`src/rtl/uart_cmd_pkg.sv`:
```
// Shared types and constants for the framed UART command controller.
// Used by uart_cmd_buf and uart_cmd_ctrl.
package uart_cmd_pkg;

    typedef enum logic [2:0] {
        ST_IDLE,
        ST_ADDR,
        ST_LEN,
        ST_PAYLOAD,
        ST_CSUM,
        ST_WRITE
    } state_t;

    typedef enum logic [2:0] {
        ERR_NONE     = 3'd0,
        ERR_BAD_LEN  = 3'd1,
        ERR_BAD_CSUM = 3'd2,
        ERR_TIMEOUT  = 3'd3,
        ERR_OVERRUN  = 3'd4
    } err_t;

    localparam logic [7:0] SYNC_BYTE = 8'hA5;

    // Index width that stays legal for a depth of 1.
    function automatic int unsigned idx_width(input int unsigned depth);
        return (depth > 1) ? $clog2(depth) : 1;
    endfunction

endpackage

```
`src/rtl/uart_cmd_buf.sv`:
```
// Payload register file: one synchronous write port, one combinational read port.
module uart_cmd_buf
    import uart_cmd_pkg::*;
#(
    parameter int unsigned MAX_LEN = 16
) (
    input  logic                              clk,
    input  logic                              we,
    input  logic [idx_width(MAX_LEN)-1:0]     wr_idx,
    input  logic [7:0]                        wr_data,
    input  logic [idx_width(MAX_LEN)-1:0]     rd_idx,
    output logic [7:0]                        rd_data
);

    logic [7:0] mem [MAX_LEN];

    // NOTE: sequential state is always assigned with <= so every flop samples pre-edge values.
    // NOTE: the array has no reset; each byte is written in PAYLOAD before WRITE reads it.
    always_ff @(posedge clk) begin
        if (we) begin
            mem[wr_idx] <= wr_data;
        end
    end

    assign rd_data = (32'(rd_idx) < MAX_LEN) ? mem[rd_idx] : 8'h00;

endmodule

```
`src/rtl/uart_cmd_ctrl.sv`:
```
// Framed command controller: sync/ADDR/LEN/payload/CSUM parser replaying validated writes.
// Optional inter-byte timeout enabled by defining UART_CMD_TIMEOUT_EN.
module uart_cmd_ctrl
    import uart_cmd_pkg::*;
#(
    parameter int unsigned MAX_LEN      = 16,
    parameter int unsigned TIMEOUT_CLKS = 50000
) (
    input  logic       clk,
    input  logic       rst_n,
    input  logic [7:0] rx_data,
    input  logic       rx_valid,
    output logic       wr_en,
    output logic [7:0] wr_addr,
    output logic [7:0] wr_data,
    input  logic       wr_ready,
    output logic       busy,
    output logic       frame_ok,
    output logic       frame_err,
    output logic [2:0] err_code
);

    localparam int unsigned IDX_W = idx_width(MAX_LEN);

    state_t           state, state_nxt;
    logic [7:0]       base_addr, frame_len, csum_acc;
    logic [IDX_W-1:0] idx, rd_idx;
    logic [7:0]       rd_data;
    logic             overrun;
    logic             at_last, handshake, len_bad, timeout_hit, buf_we;
    logic             ok_evt;
    err_t             err_evt;

    // idx doubles as payload write pointer and write-beat counter.
    assign at_last   = (8'(idx) == frame_len - 8'd1);
    assign handshake = wr_en && wr_ready;
    assign len_bad   = (rx_data == 8'd0) || (32'(rx_data) > MAX_LEN);
    assign buf_we    = (state == ST_PAYLOAD) && rx_valid;
    assign rd_idx    = (state == ST_WRITE) ? idx + IDX_W'(1) : '0;

    uart_cmd_buf #(.MAX_LEN(MAX_LEN)) u_buf (
        .clk     (clk),
        .we      (buf_we),
        .wr_idx  (idx),
        .wr_data (rx_data),
        .rd_idx  (rd_idx),
        .rd_data (rd_data)
    );

`ifdef UART_CMD_TIMEOUT_EN
    localparam int unsigned TO_W = idx_width(TIMEOUT_CLKS);
    logic [TO_W-1:0] idle_cnt;
    logic            parsing;

    assign parsing     = state inside {ST_ADDR, ST_LEN, ST_PAYLOAD, ST_CSUM};
    assign timeout_hit = parsing && !rx_valid && (idle_cnt == TO_W'(TIMEOUT_CLKS - 1));

    always_ff @(posedge clk or negedge rst_n) begin
        if (!rst_n) begin
            idle_cnt <= '0;
        end else if (rx_valid || (state_nxt != state) || !parsing) begin
            idle_cnt <= '0;
        end else begin
            idle_cnt <= idle_cnt + TO_W'(1);
        end
    end
`else
    assign timeout_hit = 1'b0;
`endif

    always_ff @(posedge clk or negedge rst_n) begin
        if (!rst_n) begin
            state <= ST_IDLE;
        end else begin
            state <= state_nxt;
        end
    end

    // NOTE: every combinational output gets a default first so no latch is inferred.
    always_comb begin
        state_nxt = state;
        case (state)
            ST_IDLE:    if (rx_valid && rx_data == SYNC_BYTE) state_nxt = ST_ADDR;
            ST_ADDR:    if (rx_valid) state_nxt = ST_LEN;
            ST_LEN:     if (rx_valid) state_nxt = len_bad ? ST_IDLE : ST_PAYLOAD;
            ST_PAYLOAD: if (rx_valid && at_last) state_nxt = ST_CSUM;
            ST_CSUM:    if (rx_valid) state_nxt = (rx_data == csum_acc) ? ST_WRITE : ST_IDLE;
            ST_WRITE:   if (handshake && at_last) state_nxt = ST_IDLE;
            default:    state_nxt = ST_IDLE;
        endcase
        if (timeout_hit) state_nxt = ST_IDLE;
    end

    always_comb begin
        ok_evt  = 1'b0;
        err_evt = ERR_NONE;
        case (state)
            ST_LEN:   if (rx_valid && len_bad) err_evt = ERR_BAD_LEN;
            ST_CSUM:  if (rx_valid && rx_data != csum_acc) err_evt = ERR_BAD_CSUM;
            ST_WRITE: begin
                if (handshake && at_last) begin
                    if (overrun || rx_valid) err_evt = ERR_OVERRUN;
                    else                     ok_evt  = 1'b1;
                end
            end
            default: ;
        endcase
        if (timeout_hit) err_evt = ERR_TIMEOUT;
    end

    always_ff @(posedge clk or negedge rst_n) begin
        if (!rst_n) begin
            base_addr <= 8'h00;
            frame_len <= 8'h00;
            csum_acc  <= 8'h00;
            idx       <= '0;
            overrun   <= 1'b0;
            wr_en     <= 1'b0;
            wr_addr   <= 8'h00;
            wr_data   <= 8'h00;
            busy      <= 1'b0;
            frame_ok  <= 1'b0;
            frame_err <= 1'b0;
            err_code  <= ERR_NONE;
        end else begin
            frame_ok  <= ok_evt;
            frame_err <= (err_evt != ERR_NONE);
            if (err_evt != ERR_NONE) err_code <= err_evt;
            busy <= (state_nxt != ST_IDLE);

            if (state_nxt == ST_IDLE)             overrun <= 1'b0;
            else if (state == ST_WRITE && rx_valid) overrun <= 1'b1;

            case (state)
                ST_ADDR: begin
                    if (rx_valid) begin
                        base_addr <= rx_data;
                        csum_acc  <= rx_data;
                    end
                end
                ST_LEN: begin
                    if (rx_valid) begin
                        frame_len <= rx_data;
                        csum_acc  <= csum_acc ^ rx_data;
                        idx       <= '0;
                    end
                end
                ST_PAYLOAD: begin
                    if (rx_valid) begin
                        csum_acc <= csum_acc ^ rx_data;
                        if (!at_last) idx <= idx + IDX_W'(1);
                    end
                end
                ST_CSUM: begin
                    if (rx_valid && rx_data == csum_acc) begin
                        idx     <= '0;
                        wr_en   <= 1'b1;
                        wr_addr <= base_addr;
                        wr_data <= rd_data;
                    end
                end
                ST_WRITE: begin
                    // Address and data only move on a handshake, so they hold under backpressure.
                    if (handshake) begin
                        if (at_last) begin
                            wr_en <= 1'b0;
                        end else begin
                            idx     <= idx + IDX_W'(1);
                            wr_addr <= base_addr + 8'(idx) + 8'd1;
                            wr_data <= rd_data;
                        end
                    end
                end
                default: ;
            endcase
        end
    end

endmodule

```
`config.mk`:
```
export PLATFORM = sky130hd
export DESIGN_NAME = uart_cmd_ctrl
export DESIGN_NICKNAME = d
export VERILOG_FILES = /design/src/rtl/uart_cmd_pkg.sv /design/src/rtl/uart_cmd_buf.sv /design/src/rtl/uart_cmd_ctrl.sv
export SDC_FILE = /design/constraint.sdc
export NUM_CORES = 1
export LEC_CHECK = 0
export ABC_AREA = 0
export BUFFER_PORTS_ARGS = -buffer_cell sky130_fd_sc_hd__buf_2
export CAP_MARGIN = 10
export CORE_UTILIZATION = 61
export DETAILED_ROUTE_END_ITERATION = 16
export GPL_TIMING_DRIVEN = 1
export PLACE_DENSITY_LB_ADDON = 0.08
export SYNTH_ARGS = -nofsm -noshare
export SYNTH_HDL_FRONTEND = slang
export SYNTH_HIERARCHICAL = 1
export SYNTH_SLANG_ARGS = --single-unit
```
`constraint.sdc`:
```
create_clock -name clk -period 4 [get_ports clk]
set_input_delay 0.8 -clock clk [delete_from_list [all_inputs] [get_ports clk]]
set_output_delay 0.8 -clock clk [all_outputs]
set_load 0.01 [all_outputs]
```
==> impl_metrics.yaml, run 1 <==
outcome:
  status: "complete, no violations"
sta:
  final-setup-viol-count: 0
  skew_ns: 0.00502
  finalCritPeriodShare_pct: 79.0
  hold_violations: 0
  drv_slew: 0
  fmax_ghz: 0.317
  rsz0062_at_grt: "no"
  fin_crit_ns: 3.16
  slew_headroom_pct: 33.4
  tightest_slew_ns: 0.996
  finalSetupTns_ns: 0
global_route:
  grt_use_total_pct: 26.3
  grt_pass1_vias: 4336
  antenna_found_initial: 0
  grt_overflow_total: 0
  grt_max_degree: 38
  grt_pass1_wl_um: 25200
placed_design:
  dp.cells: 716
  hpwl_um: 10500
  routabilityCongestion: 0.990
  io_buffers: 34
drt:
  first_pass_iters: 5
  ant_nets: 0
  wl_per_cell_um: 21.5
  first_iter_violations: 402
  drc: 0
  vias_per_cell: 6.03
  totalWireLength_um: 16100
  vias: 4508
worst_setup_path:
  r2r_cells: 8
  crit_type: "reg2reg"
  r2r_start: "state[1]"
  worst_setup_path_end_kind: "flip-flop"
  worstPathRequired_ns: 4.31
  crit_start: "state[1]"
  cp_max_fo: 32
  arrival_ns: 3.47
  start_kind: "flip-flop"
cts:
  worstSkewPairLatency_ns: 0.42
  tritoncts: "done"
  cts_resized: 0
  postCtsSetupBuffers: 0
  clkTransAtPathRegs_ns: 0.07
  cts_root_buffer: "clkbuf_16"
  htreeDepth: 4
  postCtsHoldBufs: 0
  numCtsBuffers: 17
  clockBufferDepth: 2
  clock_sinks: 183
logic_synthesis:
  synthDistinctLibCells: 59
  synth.net_count: 534
  async_reset_ff_share_pct: 30.1
  synth_warnings: 6
  avgSynthCellArea_um2: 15.5
  synth_area_mm2: 0.00797
  synth_edf_count: 128
  ys_ff_latch: 183
  postSynthCellCount: 515
  synth-seq-area-share_pct: 65.5
  synth_flop_cell: "edfxtp_1"
floorplanning:
  ioPinCount: 35
  rows: 41
  die-area_mm2: 0.0135
  initial_utilization_pct: 62.9
  fp.dieW_um: 116
  die_h_um: 116
  core_mm2: 0.0127
power:
  p_clk_share_pct: 35.6
  powerDensity_mw_per_mm2: 485
  seq_power_share_pct: 52.8
  internal_power_mw: 3.18
  p_sw_share_pct: 26.1
  peakVddDrop_uv: 297
  combPwrFrac_pct: 11.6
  switchingPower_mw: 1.12
  p_leak_nw: 3.39
final_layout:
  drive_above_1_share_pct: 22.2
  most-common-layout-cells: "128 x edfxtp_1, 71 x nand2_1, 55 x dfrtp_1, 34 x buf_2, 28 x nor2_1"
  nets: 582
  final_common_cell: "edfxtp_1"
  n_antenna_cell: 0
  final_cells: 748
  syn2layout_area_growth_pct: 11.4
job:
  maxCapViolCount: 0
worst_hold_path:
  hp-class: "in2async"
## path summary, 6_finish.rpt
kind                                to  slack, ns
max                         wr_data[3]       0.84
min                         wr_data[2]       0.47
max reg2reg                 wr_data[3]       0.84
min reg2reg                err_code[2]       0.49
max in group asynchronous  csum_acc[2]       2.72
min in group clk           err_code[2]       0.49
## area by class of cell
| type | count | area, um^2 |
|---|---|---|
| clock buffer | 18 | 429 |
| clock inverter | 14 | 118 |
| fill | 852 | 3790 |
| inverter | 11 | 41.3 |
| multi-input combinational | 302 | 2580 |
| sequential | 183 | 5220 |
| tap | 172 | 215 |
| timing repair buffer | 48 | 275 |
## per-stage QoR
stage               total power, mW  instance area [um^2]  hold slack [ns]  worst slack, ns  utilization [%]
global route                   4.49                  8880            0.511            0.681             70.1
detailed placement             2.81                  8330            0.481            0.870             65.8
global placement               2.78                  8330            0.454            0.879             65.8
finish                         4.30                  8880            0.474            0.841             70.1
CTS                            4.33                  8880            0.497            0.850             70.1
floorplan                      2.64                  7970            0.467             1.09                -
## cells in the mapped netlist (all sizes together) (2+ instances only)
master / instances / share of area, %
a21boi: 2 / 0.19
a21o: 3 / 0.28
a21oi: 5 / 0.36
a221oi: 2 / 0.30
a22o: 3 / 0.33
a22oi: 16 / 1.5
a31oi: 3 / 0.24
and2: 5 / 0.41
and3: 3 / 0.24
buf: 8 / 0.96
clkbuf: 8 / 0.38
clkdlybuf4s25: 3 / 0.38
dfrtp: 55 / 17
edfxtp: 128 / 48
ha: 6 / 0.94
inv: 11 / 0.52
mux2: 23 / 3.7
mux4: 32 / 9.7
nand2: 71 / 3.3
nand2b: 4 / 0.31
nand3: 6 / 0.38
nand3b: 4 / 0.38
nor2: 29 / 1.4
nor2b: 6 / 0.47
nor3: 10 / 0.63
nor4: 5 / 0.47
o211ai: 2 / 0.19
o21ai: 11 / 0.83
o21bai: 3 / 0.28
o31ai: 2 / 0.19
or3b: 2 / 0.22
xnor2: 8 / 0.88
xor2: 21 / 2.3
## worst max-delay path, cell delays in order (launching register included)
cell,delay (ns)
dfrtp_1,0.46
nor2b_1,0.44
nand2_1,0.19
nor2_4,0.10
buf_4,0.52
mux4_1,0.64
a22oi_1,0.30
nand2_1,0.11
mux2_4,0.27
## registers in the layout, indices dropped and copies added, names as in the netlist, 3 cells and up
| name | flops |
|---|---|
| u_buf/mem | 128 |
| state | 3 |
| frame_len | 8 |
| csum_acc | 8 |
| base_addr | 8 |
| wr_addr | 8 |
| err_code | 3 |
| idx | 4 |
| wr_data | 8 |
## logic make-up (layout without fill, tap and decap cells)
| group | after synthesis | after routing | synth area share (%) |
|---|---|---|---|
| AND/OR/NAND/NOR | 153 | 153 | 9.00 |
| XOR/XNOR | 29 | 29 | 3.19 |
| adder cells (fa/ha/maj) | 7 | 7 | 1.19 |
| multiplexers | 55 | 55 | 13.4 |
| flip-flops | 183 | 183 | 65.5 |
| AO/OA/AOI/OAI | 58 | 58 | 5.48 |
| buffers and inverters | 30 | 91 | 2.23 |
## power groups by stage
| stage | Combinational [mW] | Sequential (mW) | Clock, mW |
|---|---|---|---|
| finish | 0.498 | 2.27 | 1.53 |
| global route | 0.567 | 2.29 | 1.63 |
| CTS | 0.501 | 2.27 | 1.56 |
| detailed placement | 0.494 | 2.31 | 0 |
| global placement | 0.475 | 2.30 | 0 |
| floorplan | 0.355 | 2.29 | 0 |
## layer usage
layer / track usage [%] / part of all wire, % / up-vias / wire length (um)
li1: - / - / 2058 / -
met3: 4.98 / 4.6 / 15 / 743
met4: 7.86 / 1.1 / 0 / 170
met1: 38.7 / 47 / 2288 / 7520
met2: 40.4 / 48 / 147 / 7630
met5: 0 / 0 / - / 0
Note: power is estimated with default switching activity, not from simulation.
==> run 2: changes to the inputs <==
Settings changed: ABC_AREA 0 to 1, CORE_UTILIZATION 61 to 62.
Clock period 4 ns to 3.15 ns, I/O delays scaled along.
==> run 2 against run 1 <==
Net effect:
- power is 10% higher
- critical path depth is 5 higher
- highest routed layer unchanged
- die area is 9.8% higher
- synthesized area is 12% higher
- first-iteration DRC count is 44% higher
- final cell count is 59% higher
- clock power is 34% higher
- largest cell class unchanged
- synthesized cell count is 83% higher
- worst setup slack worse by 0.12 ns
- worst hold slack worse by 0.31 ns
==> impl_metrics.yaml, run 2 <==
placed_design:
  routabilityCongestion: 0.864
  io_buffers: 34
  placed_cell_area_mm2: 0.00932
  place_ws_ns: 0.472
  hpwl_um: 12700
  dp.cells: 1156
global_route:
  grt_max_degree: 65
  grt_overflow_total: 0
  grt_pass1_wl_um: 31800
  grt_pass1_vias: 6118
  antenna_found_initial: 0
  grt_use_total_pct: 29.3
drt:
  drc: 0
  vias: 6380
  first_pass_iters: 7
  ant_nets: 0
  wl_per_cell_um: 16.8
  totalWireLength_um: 19900
  first_iter_violations: 578
  vias_per_cell: 5.37
sta:
  fmax_ghz: 0.411
  final-setup-viol-count: 0
  hold_ws_ns: 0.165
  finalCritPeriodShare_pct: 77.3
  slew_headroom_pct: 52.7
  finalSetupTns_ns: 0
  hold_violations: 0
  drv_slew: 0
  rsz0062_at_grt: "no"
  tightest_slew_ns: 0.709
  fin_crit_ns: 2.43
  worst_slack_ns: 0.716
  skew_ns: 0.00764
cts:
  cts_root_buffer: "clkbuf_16"
  htreeDepth: 4
  numCtsBuffers: 17
  cts_resized: 0
  postCtsSetupBuffers: 0
  clockBufferDepth: 2
  clkTransAtPathRegs_ns: 0.07
  clock_sinks: 183
  worstSkewPairLatency_ns: 0.43
  tritoncts: "done"
  postCtsHoldBufs: 0
logic_synthesis:
  postSynthCellCount: 942
  synth_edf_count: 128
  async_reset_ff_share_pct: 30.1
  yosysMostFrequentCell: "nand2_1"
  synthTopCellsByCount: "273 x nand2_1, 151 x inv_1, 128 x edfxtp_1"
  synth_top_area_share_pct: 43.2
  synth_area_mm2: 0.00891
  synth-seq-area-share_pct: 58.6
  netlist.top_cell.by_area: "edfxtp_1"
  synth.net_count: 961
  avgSynthCellArea_um2: 9.45
  synthDistinctLibCells: 39
  synth.area.top_cells: "edfxtp_1 43%, dfrtp_1 15%, nand2_1 12%"
  synth_flop_cell: "edfxtp_1"
  synth_warnings: 6
  ys_ff_latch: 183
floorplanning:
  ioPinCount: 35
  fp.dieW_um: 122
  die_h_um: 122
  core_mm2: 0.0139
  die-area_mm2: 0.0148
  initial_utilization_pct: 63.9
  rows: 43
final_layout:
  drive_above_1_share_pct: 17.3
  final_common_cell: "nand2_1"
  nets: 1014
  fin_util_pct: 71.0
  top_register: "u_buf/mem"
  final_cells: 1188
  design_area_mm2: 0.00989
  most-common-layout-cells: "273 x nand2_1, 151 x inv_1, 128 x edfxtp_1, 115 x nand3_1, 55 x dfrtp_1"
  largest_reg_flops: 128
  syn2layout_area_growth_pct: 11.1
  n_antenna_cell: 0
worst_setup_path:
  start_kind: "flip-flop"
  arrival_ns: 2.78
  worst_setup_path_end_kind: "flip-flop"
  crit_type: "reg2reg"
  worstPathRequired_ns: 3.50
  r2r_cells: 13
  cp_max_fo: 32
job:
  maxCapViolCount: 0
power:
  power_mw: 4.73
  powerDensity_mw_per_mm2: 479
  p_leak_nw: 4.61
  peakVddDrop_uv: 324
outcome:
  status: "complete, no violations"
worst_hold_path:
  hp-class: "in2async"
run 2: logic make-up after synthesis:
family	count (synthesis)	synth area share [%]
AND/OR/NAND/NOR	484	24.6
buffers and inverters	196	9.81
flip-flops	183	58.6
AO/OA/AOI/OAI	50	3.70
XOR/XNOR	21	2.07
adder cells (fa/ha/maj)	7	1.07
multiplexers	1	0.112
run 2: worst paths after layout:
check	start	to	slack (ns)
worst max-delay path	state[2]	wr_data[2]	0.72
worst min-delay path	rst_n	wr_data[0]	0.17
worst max register to register	state[2]	wr_data[2]	0.72
worst min register to register	wr_addr[4]	wr_addr[4]	0.48
max in group asynchronous	rst_n	csum_acc[4]	2.12
min in group clk	wr_addr[4]	wr_addr[4]	0.48
run 2: cell type report:
| type | instances | area (um^2) |
|---|---|---|
| inverter | 164 | 616 |
| clock buffer | 19 | 453 |
| fill | 1039 | 4040 |
| multi-input combinational | 563 | 2820 |
| tap | 180 | 225 |
| timing repair buffer | 66 | 435 |
| clock inverter | 13 | 121 |
| sequential | 183 | 5220 |
run 2: where the power goes:
group | internal, mW | leakage [nW] | switching, mW
logic | 0.0214 | 2.45 | 0.0731
registers | 2.58 | 1.88 | 0.00379
clock network | 1.14 | 0.275 | 0.915
run 2: metal layers:
layer,part of all wire (%),track usage [%],vias to the layer above
li1,-,-,3095
met1,43,40.1,3008
met2,46,45.3,239
met3,7.8,6.18,38
met4,3.3,12.9,0
met5,0,0,-
run 2: critical path, stage by stage, from the launching register on:
cell     delay, ns
dfrtp_1       0.43
inv_2         0.10
nor2_2        0.04
inv_2         0.10
nor2_8        0.07
inv_2         0.24
nor2_2        0.07
inv_2         0.51
nand3_1       0.16
nand3_1       0.13
nand3_1       0.09
nand2_1       0.19
inv_1         0.08
o21ai_2       0.13
==> run 3: changes to the inputs <==
Settings changed: CORE_UTILIZATION 62 to 56.
Clock period 3.15 ns to 2 ns, I/O delays scaled along.
==> run 3 against run 2 <==
Net effect:
- the flow now finishes with violations (negative setup slack)
- wire length increased by 6.9%
- clock-buffer cell count decreased by 1
- clock power increased by 60%
- maximum frequency increased by 20%
- utilization decreased by 2.3 points
- worst hold slack improved by 0.18 ns
- via count increased by 3.8%
- largest power group unchanged
- highest routed layer unchanged
==> impl_metrics.yaml, run 3 (synthesis results as in run 2) <==
worst_setup_path:
  arrival_ns: 2.36
  crit_type: "reg2reg"
  worst_setup_path_end_kind: "flip-flop"
  worstPathRequired_ns: 2.33
  crit_start: "frame_len[0]"
  start_kind: "flip-flop"
  cp_max_fo: 6
  r2r_start: "frame_len[0]"
final_layout:
  n_antenna_cell: 0
  nets: 1059
  final_cells: 1264
  design_area_mm2: 0.0106
  syn2layout_area_growth_pct: 18.5
  largest_reg_flops: 128
  drive_above_1_share_pct: 21.9
  most-common-layout-cells: "269 x nand2_1, 149 x inv_1, 128 x edfxtp_1, 111 x nand3_1, 60 x buf_4"
  top_register: "u_buf/mem"
  fin_util_pct: 68.7
  final_common_cell: "nand2_1"
cts:
  clockBufferDepth: 2
  tritoncts: "done"
  cts_root_buffer: "clkbuf_16"
  clkTransAtPathRegs_ns: 0.07
  htreeDepth: 4
  numCtsBuffers: 17
  clock_sinks: 183
  worstSkewPairLatency_ns: 0.44
sta:
  finalCritPeriodShare_pct: 102
  fin_crit_ns: 2.03
  worst_slack_ns: -0.0343
  drv_slew: 0
  final-setup-viol-count: 8
  hold_ws_ns: 0.343
  fmax_ghz: 0.492
  slew_headroom_pct: 69.2
  tightest_slew_ns: 0.461
  rsz0062_at_grt: "yes"
  finalSetupTns_ns: -0.142
  hold_violations: 0
  skew_ns: 0.0107
power:
  p_sw_share_pct: 22.0
  powerDensity_mw_per_mm2: 713
  switchingPower_mw: 1.65
  seq_power_share_pct: 54.1
  power_mw: 7.52
  peakVddDrop_uv: 596
  internal_power_mw: 5.87
  combPwrFrac_pct: 2.5
  p_leak_nw: 4.90
  p_clk_share_pct: 43.4
global_route:
  grt_pass1_vias: 5968
  grt_pass1_wl_um: 32200
  grt_overflow_total: 0
  grt_use_total_pct: 26.8
  antenna_found_initial: 0
  grt_max_degree: 56
floorplanning:
  die_h_um: 128
  rows: 45
  ioPinCount: 35
  fp.dieW_um: 128
  core_mm2: 0.0154
  die-area_mm2: 0.0164
  initial_utilization_pct: 57.9
job:
  maxCapViolCount: 0
drt:
  first_pass_iters: 5
  vias_per_cell: 5.24
  ant_nets: 0
  first_iter_violations: 611
  drc: 0
  totalWireLength_um: 21300
  vias: 6620
  wl_per_cell_um: 16.8
outcome:
  violations: "negative setup slack"
  status: "finished with violations"
placed_design:
  placed_cell_area_mm2: 0.00968
  io_buffers: 34
  routabilityCongestion: 0.877
  hpwl_um: 13900
  dp.cells: 1222
  place_ws_ns: 0.0336
worst_hold_path:
  hp-class: "in2reg"
  hp-start: "wr_ready"
[run 3: layout make-up]
class                      instances  area [um^2]
sequential                       183         5220
clock buffer                      18          429
multi-input combinational        564         2990
timing repair buffer             110          892
tap                              211          264
fill                            1238         4820
inverter                         164          618
clock inverter                    14          141
[run 3: path summary, 6_finish.rpt]
| check | endpoint | slack [ns] | cells after the start |
|---|---|---|---|
| setup / recovery | wr_data[0] | -0.03 | 12 |
| hold / removal | frame_ok | 0.34 | 5 |
| setup reg to reg | wr_data[0] | -0.03 | 12 |
| hold reg to reg | wr_addr[2] | 0.48 | 2 |
| max in group asynchronous | state[2] | 1.23 | 3 |
| min in group asynchronous | wr_addr[1] | 0.49 | 3 |
[run 3: what timing repair did]
| action | in CTS | in global routing |
|---|---|---|
| hold buffers | 1 | 0 |
| endpoints found under the hold margin | 55 | 0 |
| endpoints found under the setup margin | 0 | 25 |
| buffers inserted | 0 | 5 |
| resized for setup | 0 | 38 |
[run 3: layer usage]
layer  vias to the layer above  GRT usage (%)  routed length, um
met5                         -              0                  0
met4                         0           8.79                379
met3                        27           4.97               1430
met2                       227           39.5               9620
met1                      3171           40.0               9850
li1                       3195              -                  -
[run 3: critical path, cell delays in order, from the launching register on]
cell and delay, ns:
dfrtp_1 0.41, inv_2 0.07, buf_4 0.14, buf_4 0.13, nand2_1 0.07, nand3_2 0.07, nor2_1 0.10, nand2_1 0.09
nor2_4 0.23, nand3_4 0.15, nand3_4 0.18, clkbuf_16 0.20, o21ai_2 0.06
[run 3: power groups by stage]
stage	Clock [mW]	Sequential [mW]	Combinational, mW
after floorplan	0	4.15	0.0441
after global placement	0	4.15	0.182
after detailed placement	0	4.15	0.184
after CTS	3.32	4.07	0.187
after global routing	3.44	4.07	0.203
final	3.27	4.07	0.185
